## src/rtl/systolic_feeder_if.sv

```systemverilog
// Upstream word channel into the systolic feeder: operand/coefficient pairs
// with a valid/ready handshake.
interface systolic_feeder_if #(
    parameter int W = 32
);
    logic         in_valid;
    logic         in_ready;
    logic [W-1:0] in_data;
    logic [W-1:0] in_coef;

    modport master (output in_valid, output in_data, output in_coef, input in_ready);
    modport slave  (input in_valid, input in_data, input in_coef, output in_ready);
endinterface

```

## src/rtl/systolic_feeder.sv

```systemverilog
// Feeds a linear systolic array: N_CELLS coefficient-load words (s_out=1),
// then stream_len data words (s_out=0), then N_CELLS bubble cycles to drain.
module systolic_feeder #(
    parameter int N_CELLS = 4,
    parameter int W       = 32
) (
    input  logic                clk,
    input  logic                rst,
    input  logic                start,
    input  logic [15:0]         stream_len,
    systolic_feeder_if.slave    in_bus,
    output logic                busy,
    output logic                done,
    output logic [W-1:0]        c_out,
    output logic [W-1:0]        x_out,
    output logic                s_out
);
    localparam logic [7:0] LAST_CELL = 8'(N_CELLS - 1);

    typedef enum logic [2:0] {IDLE, LOAD, STREAM, FLUSH, DONE} state_t;

    state_t      state;
    logic [7:0]  cell_cnt;
    logic [15:0] word_cnt;
    logic [15:0] len_q;
    logic        ready_q;
    logic        hs;

    assign in_bus.in_ready = ready_q;
    assign hs = in_bus.in_valid && ready_q;

    // Outputs default to a bubble every cycle; only a handshake overrides them.
    always_ff @(posedge clk or negedge rst) begin
        if (!rst) begin
            state    <= IDLE;
            cell_cnt <= '0;
            word_cnt <= '0;
            len_q    <= '0;
            ready_q  <= 1'b0;
            busy     <= 1'b0;
            done     <= 1'b0;
            c_out    <= '0;
            x_out    <= '0;
            s_out    <= 1'b0;
        end else begin
            c_out <= '0;
            x_out <= '0;
            s_out <= 1'b0;
            done  <= 1'b0;
            case (state)
                IDLE: begin
                    if (start) begin
                        len_q    <= stream_len;
                        cell_cnt <= '0;
                        word_cnt <= '0;
                        ready_q  <= 1'b1;
                        busy     <= 1'b1;
                        state    <= LOAD;
                    end
                end
                LOAD: begin
                    if (hs) begin
                        c_out <= in_bus.in_coef;
                        x_out <= in_bus.in_data;
                        s_out <= 1'b1;
                        if (cell_cnt == LAST_CELL) begin
                            cell_cnt <= '0;
                            if (len_q == 16'd0) begin
                                ready_q <= 1'b0;
                                state   <= FLUSH;
                            end else begin
                                state   <= STREAM;
                            end
                        end else begin
                            cell_cnt <= cell_cnt + 8'd1;
                        end
                    end
                end
                STREAM: begin
                    if (hs) begin
                        c_out <= in_bus.in_coef;
                        x_out <= in_bus.in_data;
                        if (word_cnt == len_q - 16'd1) begin
                            word_cnt <= '0;
                            ready_q  <= 1'b0;
                            state    <= FLUSH;
                        end else begin
                            word_cnt <= word_cnt + 16'd1;
                        end
                    end
                end
                FLUSH: begin
                    // The load counter is reused to time the drain.
                    if (cell_cnt == LAST_CELL) begin
                        cell_cnt <= '0;
                        done     <= 1'b1;
                        state    <= DONE;
                    end else begin
                        cell_cnt <= cell_cnt + 8'd1;
                    end
                end
                DONE: begin
                    busy  <= 1'b0;
                    state <= IDLE;
                end
                default: begin
                    ready_q <= 1'b0;
                    busy    <= 1'b0;
                    state   <= IDLE;
                end
            endcase
        end
    end
endmodule

```

## src/flat_wrapper.sv

```systemverilog
// flat-port wrapper written by rule: the top's interface ports become plain ports
module systolic_feeder_flat 
#(
    parameter int N_CELLS = 4,
    parameter int W       = 32
)
  (clk, rst, start, stream_len, busy, done, c_out, x_out, s_out, in_bus_in_valid, in_bus_in_data, in_bus_in_coef, in_bus_in_ready);
  systolic_feeder_if #(.W(W)) in_bus_i ();
  input  logic clk;
  input  logic rst;
  input  logic start;
  input  logic [15:0] stream_len;
  output logic busy;
  output logic done;
  output logic [W-1:0] c_out;
  output logic [W-1:0] x_out;
  output logic s_out;
  input wire logic [$bits(in_bus_i.in_valid)-1:0] in_bus_in_valid;
  input wire logic [$bits(in_bus_i.in_data)-1:0] in_bus_in_data;
  input wire logic [$bits(in_bus_i.in_coef)-1:0] in_bus_in_coef;
  output wire logic [$bits(in_bus_i.in_ready)-1:0] in_bus_in_ready;
  assign in_bus_i.in_valid = in_bus_in_valid;
  assign in_bus_i.in_data = in_bus_in_data;
  assign in_bus_i.in_coef = in_bus_in_coef;
  assign in_bus_in_ready = in_bus_i.in_ready;
  systolic_feeder #(.N_CELLS(N_CELLS), .W(W)) u_core (.clk(clk), .rst(rst), .start(start), .stream_len(stream_len), .in_bus(in_bus_i), .busy(busy), .done(done), .c_out(c_out), .x_out(x_out), .s_out(s_out));
endmodule
```

## config.mk

```make
export PLATFORM = sky130hd
export DESIGN_NAME = systolic_feeder_flat
export DESIGN_NICKNAME = d
export VERILOG_FILES = /design/src/rtl/systolic_feeder_if.sv /design/src/rtl/systolic_feeder.sv /design/src/flat_wrapper.sv
export SDC_FILE = /design/constraint.sdc
export NUM_CORES = 1
export LEC_CHECK = 0
export CORE_MARGIN = 1
export CORE_UTILIZATION = 47
export CTS_BUF_LIST = sky130_fd_sc_hd__clkbuf_4 sky130_fd_sc_hd__clkbuf_8 sky130_fd_sc_hd__clkbuf_16
export CTS_CLUSTER_SIZE = 12
export DETAILED_ROUTE_END_ITERATION = 12
export HOLD_SLACK_MARGIN = 0.08
export PLACE_DENSITY_LB_ADDON = 0.05
export SKIP_CTS_REPAIR_TIMING = 1
export SLEW_MARGIN = 40
export SYNTH_ARGS = -nofsm -noshare
export SYNTH_HDL_FRONTEND = slang
export SYNTH_SLANG_ARGS = --single-unit
```

## constraint.sdc

```tcl
create_clock -name clk -period 3.8 [get_ports clk]
set_clock_uncertainty 0.1 [all_clocks]
set_input_delay 0.57 -clock clk [delete_from_list [all_inputs] [get_ports clk]]
set_output_delay 0.57 -clock clk [all_outputs]
set_load 0.005 [all_outputs]
```

### Word-level counts from Yosys, hierarchy flattened

Cells that the tools add are included.
W data, S select, Z words.

* flip-flop bits (word level): 111
* input bits: 84
* output and inout port bits: 68
* logic and storage cells: 74

* add/subtract/negate cells: 3
* equality and inequality tests: 13
* multiplexer cells: 32
* bitwise operators: 2
* reduce and logical (&&, ||, !) cells: 14

Operator list (count)
* $mux W32: 4
* $mux W16: 3
* $pmux W16 S2: 1
* $mux W8: 3
* $pmux W8 S3: 1
* $mux W3: 6
* $add A16 B1 Y16 const B: 1
* $eq A16 B16 Y1: 1
* $logic_not A16 Y1: 1
* $sub A16 B1 Y16 const B: 1
* $ne A2 B1 Y1 const B: 6
* $pmux W3 S4: 1
* $mux W1: 11
* $add A8 B1 Y8 const B: 1
* $eq A8 B2 Y1 const B: 1
* $reduce_and A7 Y1: 1
* $eq A3 B2 Y1 const B: 2
* $reduce_and A3 Y1: 2
* $reduce_and A6 Y1: 1
* $pmux W1 S4: 1
* $reduce_and A2 Y1: 2
* $reduce_or A2 Y1: 2
* $eq A3 B1 Y1 const B: 1
* $eq A3 B3 Y1 const B: 1
* 8 further kinds: 9

### Longest topological paths before layout

Gate-level depths: netlist (run 1).

* depth in word-level cells: 5
* gate-level depth with buffers: 11

### Worst setup path after synthesis (run 1)

Ideal clock, no wire load.

* path type: reg-to-reg
* from: register u_core.len_q[0]
* to: register u_core.word_cnt[5]
* setup time: 138 ps
* data arrival time: 2425 ps
* data required time: 3562 ps
* path slack: 1137 ps
* cell stages (with the launch flop): 12
* buffers on the path: 2
* cell sequence: dfrtp_1 inv_1 ha_1 or3b_1 buf_2 o31a_1 a211oi_1 and4b_1 nand4_4 nor3_2 buf_6 nor3_1

* cells in the longest elaborated chain, start to end: 5

Ends and longest elaborated chain
* start: declaration: line systolic_feeder.sv:25 `logic [15:0] len_q;`
* start signal: assignment: line systolic_feeder.sv:53 `len_q <= stream_len;`
* $sub A16 B1 Y16: line systolic_feeder.sv:83 `if (word_cnt == len_q - 16'd1) begin`
* $eq A16 B16 Y1: line systolic_feeder.sv:83
* $mux W16: line systolic_feeder.sv:83
* $mux W16: line systolic_feeder.sv:80 `if (hs) begin`
* $pmux W16 S2: line systolic_feeder.sv:50 `case (state)`
* end signal: assignment: line systolic_feeder.sv:88 `word_cnt <= word_cnt + 16'd1;`
* end: declaration: line systolic_feeder.sv:24 `logic [15:0] word_cnt;`

No other way between the ends. The select of a mux whose other input is x is not followed.
A chain may end at the register's enable or synchronous reset.

### Worst setup path in the final report (run 1)

* from: register u_core.len_q[0]
* to: register u_core.word_cnt[14]

Same word-level chain as after synthesis.

==> run summary, run 1 <==
================================================================================
Worst Hold Margin .................................................    0.0508 ns
Core area .........................................................    10300 µm²
Largest net degree at the start of global routing .................           65
Number of antenna violations at the first check in global routing .            0
Delay of the slowest critical-path stage ..........................      0.60 ns
Register-to-register setup slack ..................................      0.56 ns
# H-tree levels ...................................................            3
Async set-or-reset flop fraction in the synthesized netlist .......         1.00
Worst setup path startpoint ....................................... u_core.len_q[0]$_DFFE_PN0P_
FF+latch area .....................................................     2780 µm²
Flip-flop cell with the highest count after synthesis .............      dfrtp_1
Critical path type ................................................ register to register
Startpoint of the most critical register-to-register path ......... u_core.len_q[0]$_DFFE_PN0P_
DR vias/cell ......................................................         5.23
Proportion of layout cells with a drive suffix above 1 ............       0.0829
Number of warning messages in the yosys log .......................            0
Crit start category ...............................................     register
Gate Count Post-Synth .............................................          455
Leakage power .....................................................      2.90 nW
Layout overhead on the synthesized area ...........................        36.7%
Number of buffers inserted during clock tree synthesis ............            9
Wirelength per Cell ...............................................      15.5 µm
Hold/Removal Path Class ........................................... input port to asynchronous set/reset pin
Post-layout net count .............................................          688
Reg clk slew, reported paths ......................................      0.09 ns
Setup violators final .............................................            0
Clock root buffer .................................................     clkbuf_8
Deepest clock path buffer count ...................................            2
Max IR drop VDD ...................................................     0.286 mV
Total power per unit cell area ....................................   580 nW/µm²
Worst rel slew slack ..............................................        0.483
Routability Congestion ............................................        0.884
Most instantiated library cell after synthesis ....................      dfrtp_1
Count of non-filler cells in the finished layout ..................          739
Setup crit end kind ...............................................     register
Cells along the critical path ..................................... inv_1 > ha_1 > or3b_1 > o31a_1 > a211oi_1 > and4b_1 > nand4_4 > nor3_2 > nor3_1
Count of unresolved DRC violations after routing ..................            0
Post-DP HPWL ......................................................      8.35 mm
Post-synthesis instance area ......................................     4980 µm²
Synth unique cells ................................................           59
Count of TritonRoute iterations in the first routing pass .........            4
Critical path data arrival time ...................................      3.37 ns
Die W .............................................................       105 µm
Worst-path cell with the longest stage delay ......................       nor3_2
Fill cells ........................................................          826
Most instantiated cells after synthesis ........................... 111 x dfrtp_1, 68 x and2_1, 25 x nor3_1, 24 x nand2_1, 23 x o21ai_0
Number of standard-cell rows in the floorplan .....................           37
Final hold vios ...................................................            0
Area leader, netlist ..............................................      dfrtp_1
RSZ-0062 raised after global routing ..............................           no
Highest attainable clock frequency ................................    0.308 GHz
Latest clock arrival within the worst-skew pair ...................      0.38 ns
Flop and latch count out of synthesis .............................          111
Full die area .....................................................    11000 µm²
Wire length of the first global-routing pass ......................      18.9 mm
Final worst slack .................................................     0.556 ns
Mapped Avg Cell Area ..............................................     10.9 µm²
Most area-consuming cells after synthesis ......................... dfrtp_1 56%, and2_1 8.5%, mux2_2 3.2%, xnor2_1 3.0%, nor3_1 2.5%
Initial Utilization ...............................................        0.485
Final min period ..................................................      3.24 ns
Max Cap Viol ......................................................            0
Critical-path maximum fanout ......................................           11
1st-iter DRT viols ................................................          164
Setup crit end .................................................... u_core.word_cnt[14]$_DFFE_PN0P_
Status ............................................................    completed
Setup TNS after final layout ......................................         0 ns
DRT Wirelength ....................................................      11.4 mm
Data required time at the worst endpoint ..........................      3.93 ns
Placed instance count .............................................          725
IO Port Bufs ......................................................          151
Gr ovfl total .....................................................            0
Mapped Nets .......................................................          543
Sequential cell area fraction in the yosys report .................        0.558
Cells on worst reg2reg path .......................................            9
Number of enable-type register cells in the synthesized netlist ...            0
TritonCTS clock tree ..............................................        built
Final worst-path cycle share ......................................        0.854
Max-slew violation count ..........................................            0
Diode count .......................................................            0
Number of global-route vias before repair .........................         3869
GRT Util Overall ..................................................        0.223
Number of sinks handled by clock tree synthesis ...................          111
Area taken by multi-input logic gates .............................     2070 µm²
Post-DRT Antenna Nets .............................................            0
R2R Path End ...................................................... u_core.word_cnt[14]$_DFFE_PN0P_
Number of vias in the routed layout ...............................         3866
Share of the synthesized area in the top cell type ................        0.558
Slew at the pin with the worst max-slew slack .....................     0.769 ns
Dpl ws ............................................................     0.607 ns
Die Span Y ........................................................       105 µm
Number of I/O pins ................................................          152
================================================================================
-- registers in the layout, summed over array words and instances, names as in the netlist, 3 cells and up --
register / flops
u_core.x_out: 32
u_core.state: 3
u_core.cell_cnt: 8
u_core.word_cnt: 16
u_core.len_q: 16
u_core.c_out: 32
-- kinds of logic (layout without fill, tap and decap cells) --
| kind of cell | Yosys count | count (layout) | synth area share |
|---|---|---|---|
| compound gates | 63 | 63 | 0.0839 |
| xor+xnor | 29 | 29 | 0.0510 |
| fa+ha+maj | 4 | 4 | 0.0100 |
| buf+inv | 32 | 180 | 0.0284 |
| flops | 111 | 111 | 0.558 |
| mux | 16 | 16 | 0.0357 |
| simple gates | 200 | 200 | 0.233 |
-- worst max-delay path: cells and delay by family, from the launching register on --
family | cells | cell delay [ns]
flip-flops | 1 | 0.45
AO/OA/AOI/OAI | 2 | 0.51
adder cells (fa/ha/maj) | 1 | 0.26
buffers and inverters | 1 | 0.12
AND/OR/NAND/NOR | 5 | 1.66
-- power by group --
group,switching (mW),internal (mW)
clock,0.382,0.325
sequential,0.271,1.48
combinational,0.684,0.811
total,1.34,2.61
-- through the flow --
| step | area [µm²] | utilization | total power, mW |
|---|---|---|---|
| CTS | 6810 | 0.662 | 3.99 |
| global route | 6810 | 0.663 | 4.23 |
| detailed placement | 6620 | 0.644 | 3.27 |
| finish | 6810 | 0.663 | 3.95 |
| global placement | 6620 | 0.644 | 3.21 |
| floorplan | 4980 | - | 2.58 |
-- placed cells by master (no fill, tap or decap), types with 5 or more instances in the layout --
| cell type | instances |
|---|---|
| a21oi_1 | 13 |
| and2_1 | 68 |
| and3_1 | 11 |
| buf_4 | 5 |
| clkbuf_8 | 10 |
| clkdlybuf4s50_1 | 150 |
| dfrtp_1 | 111 |
| inv_1 | 9 |
| mux2_2 | 14 |
| nand2_1 | 24 |
| nand2b_1 | 8 |
| nand3_1 | 12 |
| nand4_1 | 6 |
| nor2_1 | 17 |
| nor3_1 | 24 |
| nor4_1 | 5 |
| o21ai_0 | 23 |
| xnor2_1 | 17 |
| xor2_1 | 12 |
-- area by class of cell --
class                   count  share of cell area
flip-flops and latches    111               0.408
multi-input cells         312               0.304
repair buffers            157               0.231
well taps                 136              0.0250
clock buffers              11              0.0213
clock inverters             3             0.00643
inverters                   9             0.00496
-- layer usage --
metal / up-vias / track usage / share of wire
met3: 16 / 0.0898 / 0.10
met4: 0 / 0.101 / 0.022
met2: 146 / 0.339 / 0.46
li1: 1844 / - / -
met5: - / 0 / 0
met1: 1860 / 0.280 / 0.41
-- how the worst min path moves through the flow --
| stage | startpoint | endpoint | slack, ns | cells after the start |
|---|---|---|---|---|
| floorplan | rst | u_core.busy$_DFFE_PN0P_ | 0.17 | 0 |
| global placement | u_core.busy$_DFFE_PN0P_ | u_core.busy$_DFFE_PN0P_ | 0.38 | 2 |
| detailed placement | u_core.busy$_DFFE_PN0P_ | u_core.busy$_DFFE_PN0P_ | 0.39 | 2 |
| CTS | rst | u_core.cell_cnt[0]$_DFFE_PN0P_ | 0.19 | 1 |
| global route | rst | u_core.x_out[12]$_DFF_PN0_ | 0.1 | 1 |
| finish | rst | u_core.x_out[12]$_DFF_PN0_ | 0.05 | 1 |
Note: power is estimated with default switching activity, not from simulation.
==> inputs of run 2 (changes only) <==
--- a/config.mk
+++ b/config.mk
@@ -5,13 +5,15 @@
 export SDC_FILE = /design/constraint.sdc
 export NUM_CORES = 1
 export LEC_CHECK = 0
+export ABC_CLOCK_PERIOD_IN_PS = 3890
 export CORE_MARGIN = 1
-export CORE_UTILIZATION = 47
+export CORE_UTILIZATION = 51
 export CTS_BUF_LIST = sky130_fd_sc_hd__clkbuf_4 sky130_fd_sc_hd__clkbuf_8 sky130_fd_sc_hd__clkbuf_16
 export CTS_CLUSTER_SIZE = 12
 export DETAILED_ROUTE_END_ITERATION = 12
 export HOLD_SLACK_MARGIN = 0.08
 export PLACE_DENSITY_LB_ADDON = 0.05
+export RECOVER_POWER = 25
 export SKIP_CTS_REPAIR_TIMING = 1
 export SLEW_MARGIN = 40
 export SYNTH_ARGS = -nofsm -noshare
==> constraint.sdc (replaced) <==
create_clock -name clk -period 3.89 [get_ports clk]
set_clock_uncertainty 0.1 [all_clocks]
set_input_delay 0.5835 -clock clk [delete_from_list [all_inputs] [get_ports clk]]
set_output_delay 0.5835 -clock clk [all_outputs]
set_load 0.005 [all_outputs]
==> run 2 against run 1 <==
Compared with the run above:
- the run now ends with capacitance limit, slew limit left
- register-to-register slack better by 0.04 ns
- clock-buffer cell count decreased by 1
- clock power grew 2.8%
- via count increased by 0.36%
- die area down 7.7%
- total power fell by 1.1%
- largest power group unchanged
==> run summary, run 2 (synthesis gave the netlist of run 1 again) <==
=====================================================================================
WHS Endpoint ........................................................... u_core.busy$_DFFE_PN0P_
GRT Util Overall .......................................................        0.244   was 0.223
Proportion of layout cells with a drive suffix above 1 .................       0.0858   was 0.0829
Critical path data arrival time ........................................      3.43 ns   was 3.37 ns
TritonCTS clock tree ...................................................        built   unchanged
Instance area after placement ..........................................     6620 µm²   about the same
Data required time at the worst endpoint ...............................      4.02 ns   was 3.93 ns
Reg clk slew, reported paths ...........................................      0.10 ns   was 0.09 ns
Count of unresolved DRC violations after routing .......................            0   unchanged
Most frequent standard cell in the layout excluding fill and tap cells . clkdlybuf4s50_1   unchanged
Hold/Removal Path Class ................................................ register to register   was input port to asynchronous set/reset pin
Status ................................................................. finished, violations left   was completed
Critical path type ..................................................... register to register   unchanged
Leakage power ..........................................................      2.91 nW   was 2.90 nW
Initial Utilization ....................................................        0.532   was 0.485
Diode count ............................................................            0   unchanged
Number of vias in the routed layout ....................................         3880   was 3866
Number of cells on the worst hold path .................................            2
Count of TritonRoute iterations in the first routing pass ..............            4   unchanged
Number of global-route vias before repair ..............................         3947   was 3869
Number of antenna violations at the first check in global routing ......            0   unchanged
Full die area ..........................................................    10200 µm²   was 11000 µm²
Final hold vios ........................................................            0   unchanged
Largest registers ...................................................... u_core.c_out x32, u_core.x_out x32   unchanged
Number of standard-cell rows in the floorplan ..........................           35   was 37
Total power per unit cell area .........................................   572 nW/µm²   was 580 nW/µm²
Slew at the pin with the worst max-slew slack ..........................      2.57 ns   was 0.769 ns
Largest net degree at the start of global routing ......................           66   was 65
Crit start category ....................................................     register   unchanged
Top library cells by usage in the layout, fill and taps aside .......... 150 x clkdlybuf4s50_1, 111 x dfrtp_1, 68 x and2_1   unchanged
Final worst-path cycle share ...........................................        0.847   was 0.854
DRT Wirelength .........................................................      11.6 mm   was 11.4 mm
Setup violators final ..................................................            0   unchanged
Max-slew violation count ...............................................           47   was 0
Cells on worst reg2reg path ............................................            9   unchanged
Routability Congestion .................................................        0.866   was 0.884
Wirelength per Cell ....................................................      15.8 µm   was 15.5 µm
Deepest clock path buffer count ........................................            2   unchanged
Fill cells .............................................................          725   was 826
Startpoint of the most critical register-to-register path .............. u_core.len_q[0]$_DFFE_PN0P_   unchanged
R2R Path End ........................................................... u_core.word_cnt[8]$_DFFE_PN0P_   was u_core.word_cnt[14]$_DFFE_PN0P_
Setup TNS after final layout ...........................................         0 ns   unchanged
Max Cap Viol ...........................................................            1   was 0
Number of buffers inserted during clock tree synthesis .................            9   unchanged
Number of sinks handled by clock tree synthesis ........................          111   unchanged
Worst rel slew slack ...................................................       -0.710   was 0.483
Max IR drop VDD ........................................................     0.318 mV   was 0.286 mV
Highest attainable clock frequency .....................................    0.304 GHz   was 0.308 GHz
Post-DP HPWL ...........................................................      8.55 mm   was 8.35 mm
Post-layout net count ..................................................          689   was 688
# H-tree levels ........................................................            3   unchanged
Final min period .......................................................      3.29 ns   was 3.24 ns
Register-to-register setup slack .......................................      0.60 ns   was 0.56 ns
Latest clock arrival within the worst-skew pair ........................      0.37 ns   was 0.38 ns
Critical-path maximum fanout ...........................................           11   unchanged
Layout overhead on the synthesized area ................................        37.2%   was 36.7%
Number of I/O pins .....................................................          152   unchanged
Clock root buffer ......................................................     clkbuf_8   unchanged
Hold path startpoint ................................................... u_core.busy$_DFFE_PN0P_
RSZ-0062 raised after global routing ...................................           no   unchanged
Post-DRT Antenna Nets ..................................................            0   unchanged
IO Port Bufs ...........................................................          151   unchanged
1st-iter DRT viols .....................................................          152   was 164
Wire length of the first global-routing pass ...........................      18.7 mm   was 18.9 mm
Setup crit end kind ....................................................     register   unchanged
Area taken by multi-input logic gates ..................................     2070 µm²   about the same
Final design instance area without fill ................................     6840 µm²   was 6810 µm²
Die W ..................................................................       101 µm   was 105 µm
Gr ovfl total ..........................................................            0   unchanged
Failing checks ......................................................... capacitance limit, slew limit
FF+latch area ..........................................................     2780 µm²   unchanged
DR vias/cell ...........................................................         5.28   was 5.23
Die Span Y .............................................................       101 µm   was 105 µm
Core area ..............................................................     9370 µm²   was 10300 µm²
=====================================================================================
run 2: cell count changes in the layout (fill, tap and decap cells not counted):
cell	previous run	this run
clkinv_4	0	2
buf_4	5	6
buf_6	1	0
clkbuf_1	0	1
clkbuf_4	1	0
clkinv_8	0	1
inv_6	1	0
inv_8	0	1
nor2_2	1	0
nor2_4	0	1
run 2: worst max-delay path, stage by stage (launching register included):
cell and delay, ns:
dfrtp_1 0.45, inv_1 0.13, ha_1 0.25, or3b_1 0.50
o31a_1 0.30, a211oi_1 0.26, and4b_1 0.28, nand4_4 0.16
nor3_2 0.60, nor3_1 0.12
run 2: where the power goes:
part,switching (mW),internal (mW),leakage (nW)
clock,0.401,0.326,0.111
combinational,0.673,0.796,1.35
sequential,0.270,1.44,1.45
total,1.34,2.56,2.91
run 2: layer usage:
layer | track usage | vias up | wire length (µm)
li1 | - | 1845 | -
met1 | 0.290 | 1881 | 4670
met2 | 0.390 | 132 | 5640
met3 | 0.103 | 22 | 1080
met4 | 0.100 | 0 | 246
met5 | 0 | - | 0
run 2: worst max-delay path by stage:
stage / to / cells after the start / slack [ns] / startpoint
after floorplan: u_core.word_cnt[5]$_DFFE_PN0P_ / 11 / 1.23 / u_core.len_q[0]$_DFFE_PN0P_
after CTS: u_core.word_cnt[8]$_DFFE_PN0P_ / 9 / 0.59 / u_core.len_q[0]$_DFFE_PN0P_
after global routing: u_core.word_cnt[12]$_DFFE_PN0P_ / 9 / 0.46 / u_core.len_q[0]$_DFFE_PN0P_
after global placement: u_core.word_cnt[13]$_DFFE_PN0P_ / 9 / 0.86 / u_core.len_q[0]$_DFFE_PN0P_
final: u_core.word_cnt[8]$_DFFE_PN0P_ / 9 / 0.60 / u_core.len_q[0]$_DFFE_PN0P_
after detailed placement: u_core.word_cnt[8]$_DFFE_PN0P_ / 9 / 0.69 / u_core.len_q[0]$_DFFE_PN0P_
run 2: area by class of cell:
class	instances	area share
sequential	111	0.406
timing repair buffer	158	0.230
inverter	9	0.00494
multi-input combinational	312	0.303
tap	129	0.0236
clock buffer	10	0.0201
clock inverter	6	0.0117
run 2: stage by stage:
step | utilization | instances | worst slack, ns | power, mW | hold WS [ns]
6_report | 0.729 | 735 | 0.596 | 3.91 | 0.435
5_1_grt | 0.729 | 735 | 0.461 | 4.16 | 0.482
4_1_cts | 0.730 | 735 | 0.594 | 3.94 | 0.125
3_5_place_dp | 0.707 | 719 | 0.688 | 3.19 | 0.409
3_3_place_gp | 0.706 | 719 | 0.859 | 3.14 | 0.385
2_1_floorplan | - | 455 | 1.23 | 2.52 | 0.188
